## src/rtl/router_pkg.sv

```systemverilog
// Shared flit format, injector state encoding and head-flit packing for the router fabric.
package router_pkg;

  localparam int unsigned FLIT_W     = 30;
  localparam int unsigned ADDR_W     = 20;
  localparam int unsigned LEN_W      = 4;
  localparam int unsigned TYPE_W     = 2;
  localparam int unsigned PAYLOAD_W  = FLIT_W - TYPE_W;
  localparam int unsigned TYPE_LO    = FLIT_W - TYPE_W;
  localparam int unsigned TYPE_HI    = FLIT_W - 1;
  localparam int unsigned HEAD_PAD_W = PAYLOAD_W - LEN_W - ADDR_W;

  typedef enum logic [TYPE_W-1:0] {
    FLIT_SINGLE = 2'b00,
    FLIT_HEAD   = 2'b01,
    FLIT_BODY   = 2'b10,
    FLIT_TAIL   = 2'b11
  } flit_type_e;

  typedef enum logic [1:0] {
    ST_IDLE = 2'd0,
    ST_HEAD = 2'd1,
    ST_BODY = 2'd2
  } inj_state_e;

  // Flit on the wire: type field in the top bits, payload below.
  typedef struct packed {
    flit_type_e             ftype;
    logic [PAYLOAD_W-1:0]   payload;
  } flit_t;

  // Head payload: zero pad, length, destination at bit 0.
  function automatic logic [PAYLOAD_W-1:0] pack_head(input logic [ADDR_W-1:0] dst,
                                                     input logic [LEN_W-1:0]  len);
    return {{HEAD_PAD_W{1'b0}}, len, dst};
  endfunction

endpackage

```

## src/rtl/router_credit_counter.sv

```systemverilog
// Saturating credit counter toward a downstream buffer; flags credits returned while full.
module router_credit_counter #(
  parameter  int unsigned CREDITS = 4,
  localparam int unsigned CW      = $clog2(CREDITS + 1)
) (
  input  logic clk,
  input  logic rst,
  input  logic dec_i,
  input  logic inc_i,
  output logic can_send_o,
  output logic err_o
);

  localparam logic [CW-1:0] FULL = CW'(CREDITS);

  logic [CW-1:0] count_q, count_d;
  logic          err_q, err_d;

  // Next count: simultaneous send and return cancel; a return at full saturates and flags.
  always_comb begin
    count_d = count_q;
    err_d   = err_q;
    unique case ({inc_i, dec_i})
      2'b01: begin
        if (count_q != '0) count_d = count_q - CW'(1);
      end
      2'b10: begin
        if (count_q == FULL) err_d = 1'b1;
        else                 count_d = count_q + CW'(1);
      end
      default: ;
    endcase
  end

  // Counter and sticky error registers.
  always_ff @(posedge clk) begin
    if (rst) begin
      count_q <= FULL;
      err_q   <= 1'b0;
    end else begin
      count_q <= count_d;
      err_q   <= err_d;
    end
  end

  assign can_send_o = (count_q != '0);
  assign err_o      = err_q;

endmodule

```

## src/rtl/router_flit_injector.sv

```systemverilog
// Transmit-side network interface: turns (dst, len) requests plus a payload stream into
// head/body/tail flits for one router input port under credit flow control.
// Optional: define ROUTER_INJ_PARITY_EN to register even parity of each flit on flit_par.
module router_flit_injector
  import router_pkg::*;
#(
  parameter int unsigned CREDITS = 4,
  parameter int unsigned CNT_W   = 16
) (
  input  logic                  clk,
  input  logic                  rst,
  input  logic                  req_valid,
  output logic                  req_ready,
  input  logic [ADDR_W-1:0]     req_dst,
  input  logic [LEN_W-1:0]      req_len,
  input  logic                  data_valid,
  output logic                  data_ready,
  input  logic [PAYLOAD_W-1:0]  data_in,
  output logic                  flit_valid,
  output logic [FLIT_W-1:0]     flit_data,
  output logic                  flit_par,
  input  logic                  credit_in,
  output logic                  busy,
  output logic [CNT_W-1:0]      pkt_cnt,
  output logic                  err_credit
);

  inj_state_e          state_q;
  logic [ADDR_W-1:0]   dst_q;
  logic [LEN_W-1:0]    len_q;
  logic [LEN_W-1:0]    rem_q;
  logic                flit_valid_q;
  flit_t               flit_q;
  flit_t               flit_d;
  logic [CNT_W-1:0]    pkt_cnt_q;
  logic                can_send;
  logic                head_fire;
  logic                body_fire;
  logic                send;

  // Credit tracking toward the router input buffer.
  router_credit_counter #(.CREDITS(CREDITS)) u_credits (
    .clk        (clk),
    .rst        (rst),
    .dec_i      (send),
    .inc_i      (credit_in),
    .can_send_o (can_send),
    .err_o      (err_credit)
  );

  assign head_fire  = (state_q == ST_HEAD) && can_send;
  assign data_ready = (state_q == ST_BODY) && can_send;
  assign body_fire  = data_ready && data_valid;
  assign send       = head_fire || body_fire;

  // Flit to load this cycle; holds the previous flit when nothing is sent.
  always_comb begin
    flit_d = flit_q;
    if (head_fire) begin
      flit_d.ftype   = (len_q == '0) ? FLIT_SINGLE : FLIT_HEAD;
      flit_d.payload = pack_head(dst_q, len_q);
    end else if (body_fire) begin
      flit_d.ftype   = (rem_q == LEN_W'(1)) ? FLIT_TAIL : FLIT_BODY;
      flit_d.payload = data_in;
    end
  end

  // Packet sequencing FSM with registered flit outputs and sent-packet counter.
  always_ff @(posedge clk) begin
    if (rst) begin
      state_q      <= ST_IDLE;
      dst_q        <= '0;
      len_q        <= '0;
      rem_q        <= '0;
      flit_valid_q <= 1'b0;
      flit_q       <= '0;
      pkt_cnt_q    <= '0;
    end else begin
      flit_valid_q <= send;
      flit_q       <= flit_d;
      unique case (state_q)
        ST_IDLE: begin
          if (req_valid) begin
            dst_q   <= req_dst;
            len_q   <= req_len;
            state_q <= ST_HEAD;
          end
        end
        ST_HEAD: begin
          if (can_send) begin
            if (len_q == '0) begin
              state_q   <= ST_IDLE;
              pkt_cnt_q <= pkt_cnt_q + CNT_W'(1);
            end else begin
              rem_q   <= len_q;
              state_q <= ST_BODY;
            end
          end
        end
        ST_BODY: begin
          if (body_fire) begin
            rem_q <= rem_q - LEN_W'(1);
            if (rem_q == LEN_W'(1)) begin
              state_q   <= ST_IDLE;
              pkt_cnt_q <= pkt_cnt_q + CNT_W'(1);
            end
          end
        end
        default: state_q <= ST_IDLE;
      endcase
    end
  end

`ifdef ROUTER_INJ_PARITY_EN
  logic par_q;

  // Even parity registered alongside the flit it covers.
  always_ff @(posedge clk) begin
    if (rst) par_q <= 1'b0;
    else     par_q <= ^flit_d;
  end

  assign flit_par = par_q;
`else
  assign flit_par = 1'b0;
`endif

  assign req_ready  = (state_q == ST_IDLE);
  assign busy       = (state_q != ST_IDLE);
  assign flit_valid = flit_valid_q;
  assign flit_data  = flit_q;
  assign pkt_cnt    = pkt_cnt_q;

endmodule

```

## config.mk

```make
export PLATFORM = sky130hd
export DESIGN_NAME = router_flit_injector
export DESIGN_NICKNAME = d
export VERILOG_FILES = /design/src/rtl/router_pkg.sv /design/src/rtl/router_credit_counter.sv /design/src/rtl/router_flit_injector.sv
export SDC_FILE = /design/constraint.sdc
export NUM_CORES = 1
export LEC_CHECK = 0
export ABC_AREA = 1
export CAP_MARGIN = 10
export CORE_UTILIZATION = 40
export DETAILED_ROUTE_END_ITERATION = 10
export HOLD_SLACK_MARGIN = 0.05
export PLACE_DENSITY_LB_ADDON = 0.25
export SYNTH_ARGS = -nofsm -noshare
export SYNTH_HDL_FRONTEND = slang
export SYNTH_SLANG_ARGS = --single-unit
export TNS_END_PERCENT = 1
```

## constraint.sdc

```tcl
create_clock -name clk -period 2.5 [get_ports clk]
set_clock_uncertainty 0.1 [all_clocks]
set_input_delay 0.5 -clock clk [delete_from_list [all_inputs] [get_ports clk]]
set_output_delay 0.5 -clock clk [all_outputs]
set_load 0.05 [all_outputs]
```

==> impl_results.md, run 1 <==
* Status: finished clean
* Final setup viols at 0
* HPWL reported at the end of detailed placement at about 6700 µm
* Final Cycle Share at 95.4%
* Syn Nets at roughly 570
* Setup_tns at 0 ns
* Post-synth EDFFs at 0
* Initial antenna violation count at 0
* HP Start: dst_q[15]
* Unrepaired setup endpoints after global routing: no
* DRC at 0
* Slew HR at between 60% and 70%
* Die width at 97.0 µm
* Max stage delay on crit path at roughly 0.86 ns
* Floorplan row count at 34
* Clock latency on the worst-skew pair at between 0.3 and 0.4 ns
* I/O pins at 109
* Area taken by flip-flops and latches at ~1600 µm²
* Cells along the critical path: nor2_1 > clkdlybuf4s50_1
* Largest net degree at the start of global routing at 37
* Hold Crit Class: reg -> reg
* Unique masters post-synth at 32
* Critical path required time at approximately 1.9 ns
* PwrDens at 669 nW/µm²
* Top routing layer in use: met4
* Clock-pin slew on the worst setup and hold paths at around 0.070 ns
* Max_cap viols at 0
* Crit path max fanout at 3
* CP max-delay cell: clkdlybuf4s50_1
* Top FF cell, synth: dfxtp_1
* Post-route ant nets at 0
* Vias at ~3,600
* Cts repair resizes at 0
* Area growth from synthesis to layout at 37.1%
* Actual slew at the worst max-slew pin at 0.546 ns
* Avg WL per Cell at 13.2 µm
* CTS Buf Count at 9
* CTS tree: yes
* Drt pass-1 iters at 5
* Final #Nets at between 600 and 700
* Drt initial violations at 204
* DR WL met3 at about 640 µm
* Initial Utilization at 41.4%
* Layout cells sized above 1 at approximately 6.2%
* WL met2 at 4490 µm
* Hold buffers post-CTS at 0
* Port Buf Inserts at 107
* Detailed-route wire length at between 9000 and 10,000 µm
* P_leak at approximately 1.9 nW
* Root buffer cell: clkbuf_8
* Remaining Overflow, GRT at 0
* Setup ws final at between 0.1 and 0.15 ns
* First-pass GRT wire length at approximately 15,000 µm
* Gp weighted congestion at 0.797
* Setup Buffers After CTS at 0
* Die area at 9410 µm²
* Die height at around 97 µm
* Clock sink count at 81
* Maximum vdd drop at ~370 µV
* Count of final max-slew check failures at 0
* Final hold violation count at 0
* Crit end category: output pin
* Maximum root-to-sink buffer count at 2
* Synthesis warning total at 0
* Worst Path Buf+Inv at 1
* Core ar. at a little under 9000 µm²
* WP data arrival at 1.78 ns
* Met1 Wirelength at roughly 4200 µm
* Vias in the first global route at approximately 3,300
* Number of diodes at 0
* Beginning of the critical path: state_q[1]
* Ys async rst share at 0%
* Crit Reg-Reg Startpoint: u_credits.count_q[0]
* Synth Instances at 505
* Worst Setup Start Kind: flop
* Fillers at roughly 860
* Mapped Area at ~3600 µm²
* Yosys reg bits at 81
* Pre-CTS setup slack at between 0.2 and 0.25 ns
* Crit Path Category: reg -> out
* Synth Area per Inst at between 7 and 8 µm²
* Fmax at between 400 and 500 MHz
* H-tree Lvls at 3
* Vias per cell at around 5.0
* Crit path max-delay family: buffers and inverters
* Area occupied by multi-input gates at about 1700 µm²
* Gr usage total at 20.0%
* Sequential fraction of the synthesis area at 44.9%
* Min Tclk post-route at 2.38 ns
[path summary, 6_finish.rpt]
path	cells past startpoint	slack (ns)	end
max	2	0.12	req_ready
min	2	0.36	dst_q[15]
max reg2reg	11	0.44	u_credits.count_q[2]
min reg2reg	2	0.36	dst_q[15]
[cell families (layout without fill, tap and decap cells)]
| kind of cell | count (synthesis) | after routing | synth area share, % |
|---|---|---|---|
| AND/OR/NAND/NOR | 251 | 251 | 28.8 |
| flip-flops | 81 | 81 | 44.9 |
| XOR/XNOR | 9 | 9 | 2.18 |
| other | 1 | 1 | 0.104 |
| adder cells (fa/ha/maj) | 4 | 4 | 1.59 |
| AO/OA/AOI/OAI | 99 | 99 | 15.0 |
| buffers and inverters | 60 | 167 | 7.31 |
[tightest hold or removal path, delay by kind of cell (launching register included)]
family	cells	cell delay, ns
AO/OA/AOI/OAI	1	0.05
buffers and inverters	1	0.06
flip-flops	1	0.30
[placed cells by master, fill, tap and decap left out]
cell type	synthesis	final
nand2_1	144	144
clkdlybuf4s50_1	0	106
dfxtp_1	81	81
nor2_1	69	69
o21ai_0	39	39
a21oi_1	33	33
inv_1	31	31
nand3_1	23	23
a31oi_1	22	22
clkbuf_8	0	9
buf_4	5	7
inv_2	6	6
xnor2_1	6	6
nand4_1	5	5
xor2_1	3	3
ha_1	3	3
clkinv_2	0	3
nand2_2	2	2
o21a_1	2	2
nand2_4	2	2
bufinv_16	0	2
nor2_4	1	1
nand3_2	1	1
nor2_2	1	1
clkinv_1	1	1
o21ai_1	1	1
nor3b_1	1	1
o21ai_2	1	1
nor2_8	1	1
o21ai_4	1	1
nor3_1	1	1
fa_1	1	1
conb_1	1	1
clkinvlp_4	0	1
clkbuf_1	11	1
[cells in the mapped netlist (all sizes together), types with 2 or more instances]
cell type | n | area share, %
ha | 3 | 1.0
a21oi | 33 | 4.6
inv | 37 | 3.8
clkbuf | 11 | 1.1
nand3 | 24 | 3.5
xor2 | 3 | 0.73
a31oi | 22 | 3.8
buf | 11 | 2.2
o21a | 2 | 0.42
xnor2 | 6 | 1.5
dfxtp | 81 | 45
o21ai | 42 | 6.2
nand2 | 148 | 16
nor2 | 72 | 8.2
nand4 | 5 | 0.87
[power by group]
part / total, W / switching [W] / internal [W]
Combinational: 0.000818 / 0.000521 / 0.000297
Sequential: 0.00147 / 0.0000716 / 0.00140
Clock: 0.00102 / 0.000465 / 0.000558
[sequential cells by signal, summed over array words and instances, names as in the netlist]
name	flops
flit_data	30
rem_q	4
pkt_cnt	16
dst_q	20
len_q	4
state_q	2
u_credits.err_o	1
u_credits.count_q	3
flit_valid	1
[area by class of cell]
| cell class | instances | area share [%] |
|---|---|---|
| multi-input cells | 364 | 34.9 |
| flip-flops and latches | 81 | 32.8 |
| repair buffers | 113 | 22.5 |
| inverters | 38 | 2.88 |
| well taps | 108 | 2.73 |
| clock buffers | 10 | 2.58 |
| clock inverters | 6 | 1.67 |
[through the flow]
stage / instance area (µm²) / util [%] / hold slack (ns) / cells / total power, W
2_1_floorplan: 3610 / - / 0.324 / 505 / 0.00204
3_3_place_gp: 4740 / 54.3 / 0.336 / 704 / 0.00230
3_5_place_dp: 4740 / 54.3 / 0.356 / 704 / 0.00232
4_1_cts: 4950 / 56.7 / 0.367 / 720 / 0.00334
5_1_grt: 4950 / 56.7 / 0.386 / 720 / 0.00348
6_report: 4950 / 56.7 / 0.362 / 720 / 0.00331
[per-layer routing]
layer | vias up | track usage (%)
met2 | 99 | 33.2
met5 | - | 0
met3 | 8 | 6.21
met1 | 1656 | 24.8
met4 | 0 | 6.20
li1 | 1832 | -
Note: power is estimated with default switching activity, not from simulation.
==> run 2: changes to the inputs <==
Clock period 2.5 ns to 2.1 ns, I/O delays scaled along.
==> run 2 against run 1 <==
  * Die area unchanged
  * Count of clock-buffer cells in the layout unchanged
  * Highest routed layer unchanged
  * Wire length up 0.99%
  * Largest cell class unchanged
  * Worst hold slack lost 0.0076 ns
  * Via count shrank 0.28%
  * Sequential power is 19% higher
==> impl_results.md, run 2 (same netlist as run 1, synthesis figures left out) <==
* Status: finished clean
* DRC at 0 (unchanged)
* Drt pass-1 iters at 4 (-1)
* Vias per cell at 4.90 (-1.8%)
* Slew HR at 63.9% (+0.44 points)
* Die width at 97.0 µm (unchanged)
* H-tree Lvls at 3 (unchanged)
* Commonest non-fill, non-tap cell in the layout: nand2_1
* Core ar. at 8720 µm² (unchanged)
* Largest net degree at the start of global routing at 37 (unchanged)
* WHS Endpoint: dst_q[2]
* Met1 Wirelength at 4320 µm (+2.0%)
* Gr usage total at 20.5% (+0.51 points)
* Hold Path Depth at 2 (unchanged)
* Worst Setup Start Kind: flop
* Avg WL per Cell at 13.1 µm (-0.53%)
* Cells along the critical path: clkdlybuf4s50_1
* WL met2 at 4450 µm (-0.78%)
* Crit Reg-Reg Startpoint: state_q[1]
* Count of final max-slew check failures at 0 (unchanged)
* CTS tree: yes
* Hold Crit Class: reg -> reg
* HPWL reported at the end of detailed placement at 6680 µm (+0.47%)
* Final hold violation count at 0 (unchanged)
* Clock sink count at 81 (unchanged)
* PwrDens at 801 nW/µm² (+20%)
* Initial antenna violation count at 0 (unchanged)
* Actual slew at the worst max-slew pin at 0.539 ns (-0.00660 ns)
* DR WL met3 at 713 µm (+11%)
* Die height at 97.0 µm (unchanged)
* Design Area, Final at 5040 µm² (+1.9%)
* Max_cap viols at 0 (unchanged)
* Cell count of the worst reg-to-reg path at 11 (unchanged)
* Final #Nets at 679 (+1.6%)
* Worst Path Buf+Inv at 1 (unchanged)
* Layout cells sized above 1 at 10.6% (+4.4 points)
* CP max-delay cell: clkdlybuf4s50_1
* Post-route insts no fill at 731 (+1.5%)
* Final setup viols at 0 (unchanged)
* Gp weighted congestion at 0.845 (+6.0%)
* P_leak at 1.99 nW (+7.3%)
* Hold buffers post-CTS at 0 (unchanged)
* Area growth from synthesis to layout at 39.7%
* Top routing layer in use: met4
* I/O pins at 109 (unchanged)
* Reg2reg setup slack at 0.22 ns (-0.22 ns)
* Crit path max-delay family: buffers and inverters
* Min Tclk post-route at just over 2 ns
* Root buffer cell: clkbuf_8
* Placed Cells at 711 (+0.99%)
* Fmax at slightly below 500 MHz
* Crit end category: output pin
* Fillers at 813 (-5.2%)
* Detailed-route wire length at 9560 µm (+0.99%)
* Post-route ant nets at 0 (unchanged)
* Final Cycle Share at between 90 and 100%
* Crit path max fanout at 2 (-1)
* Critical path required time at 1.58 ns (-0.32 ns)
* Max stage delay on crit path at 0.84 ns (-0.02 ns)
* Die area at 9410 µm² (unchanged)
* Vias in the first global route at 3,355 (+0.75%)
* Maximum root-to-sink buffer count at 2 (unchanged)
* First-pass GRT wire length at 15,800 µm (+2.7%)
* Crit Path Category: reg -> out
* Drt initial violations at 136 (-33%)
* Max reg flops at 30 (unchanged)
* CTS Buf Count at 9 (unchanged)
* Placed cell area at 4790 µm² (+1.1%)
* WP data arrival at 1.53 ns (-0.25 ns)
* Vias at 3,585 (-0.28%)
* Initial Utilization at 41.4% (unchanged)
* Reg-to-Reg End: flit_data[15]
* Port Buf Inserts at 107 (unchanged)
* Clock-pin slew on the worst setup and hold paths at 0.08 ns (about the same)
* Floorplan row count at 34 (unchanged)
* Remaining Overflow, GRT at 0 (unchanged)
* Clock latency on the worst-skew pair at 0.36 ns (about the same)
* Number of diodes at 0 (unchanged)
* HP Start: dst_q[2]
* Maximum vdd drop at 371 µV (+0.40%)
* Commonest cells after routing, fill and taps aside: nand2_1 (144), clkdlybuf4s50_1 (86), dfxtp_1 (81)
==> run 2: how the worst max path moves through the flow <==
stage | start | end | cells past startpoint
final | flit_data[2] | flit_data[2] | 1
after global routing | state_q[1] | data_ready | 5
after CTS | flit_data[0] | flit_data[0] | 1
after detailed placement | data_valid | u_credits.count_q[2] | 10
after global placement | data_valid | u_credits.count_q[2] | 10
after floorplan | state_q[0] | busy | 2
==> run 2: final cells by class <==
cell class	count	area [µm²]	share of cell area, %
Multi-Input combinational cell	364	1730	34.3
Sequential cell	81	1620	32.2
Timing Repair Buffer	124	1200	23.7
Inverter	38	143	2.83
Tap cell	108	135	2.68
Clock buffer	10	128	2.53
Clock inverter	6	91.3	1.81
==> run 2: timing repair <==
action	4_1_cts	5_1_grt
setup endpoints to repair	3	3
hold endpoints to repair	0	0
buffers inserted	0	4
gates resized for setup	3	2
cloned	0	0
pin swaps	0	1
==> run 2: layer usage <==
| layer | GRT usage [%] | vias to the layer above |
|---|---|---|
| li1 | - | 1855 |
| met1 | 25.6 | 1623 |
| met2 | 33.3 | 100 |
| met3 | 7.66 | 7 |
| met4 | 5.40 | 0 |
| met5 | 0 | - |
==> run 2: report_power, final <==
part	switching (W)	internal [W]	total, W	leakage (nW)
clock network	0.000597	0.000674	0.00127	0.0991
logic	0.000629	0.000386	0.00101	1.23
registers	0.0000869	0.00167	0.00175	0.662
total	0.00131	0.00272	0.00404	1.99
==> run 2: stage by stage <==
step | hold WS, ns | utilization (%) | power, W | TNS, ns | setup WS (ns)
final | 0.355 | 57.8 | 0.00404 | 0 | 0.0450
after global routing | 0.393 | 57.8 | 0.00424 | -0.0111 | -0.00555
after CTS | 0.355 | 57.4 | 0.00406 | 0 | 0.0134
after detailed placement | 0.343 | 54.9 | 0.00279 | 0 | 0.0255
after global placement | 0.340 | 54.9 | 0.00277 | 0 | 0.0846
after floorplan | 0.324 | - | 0.00243 | 0 | 0.0633
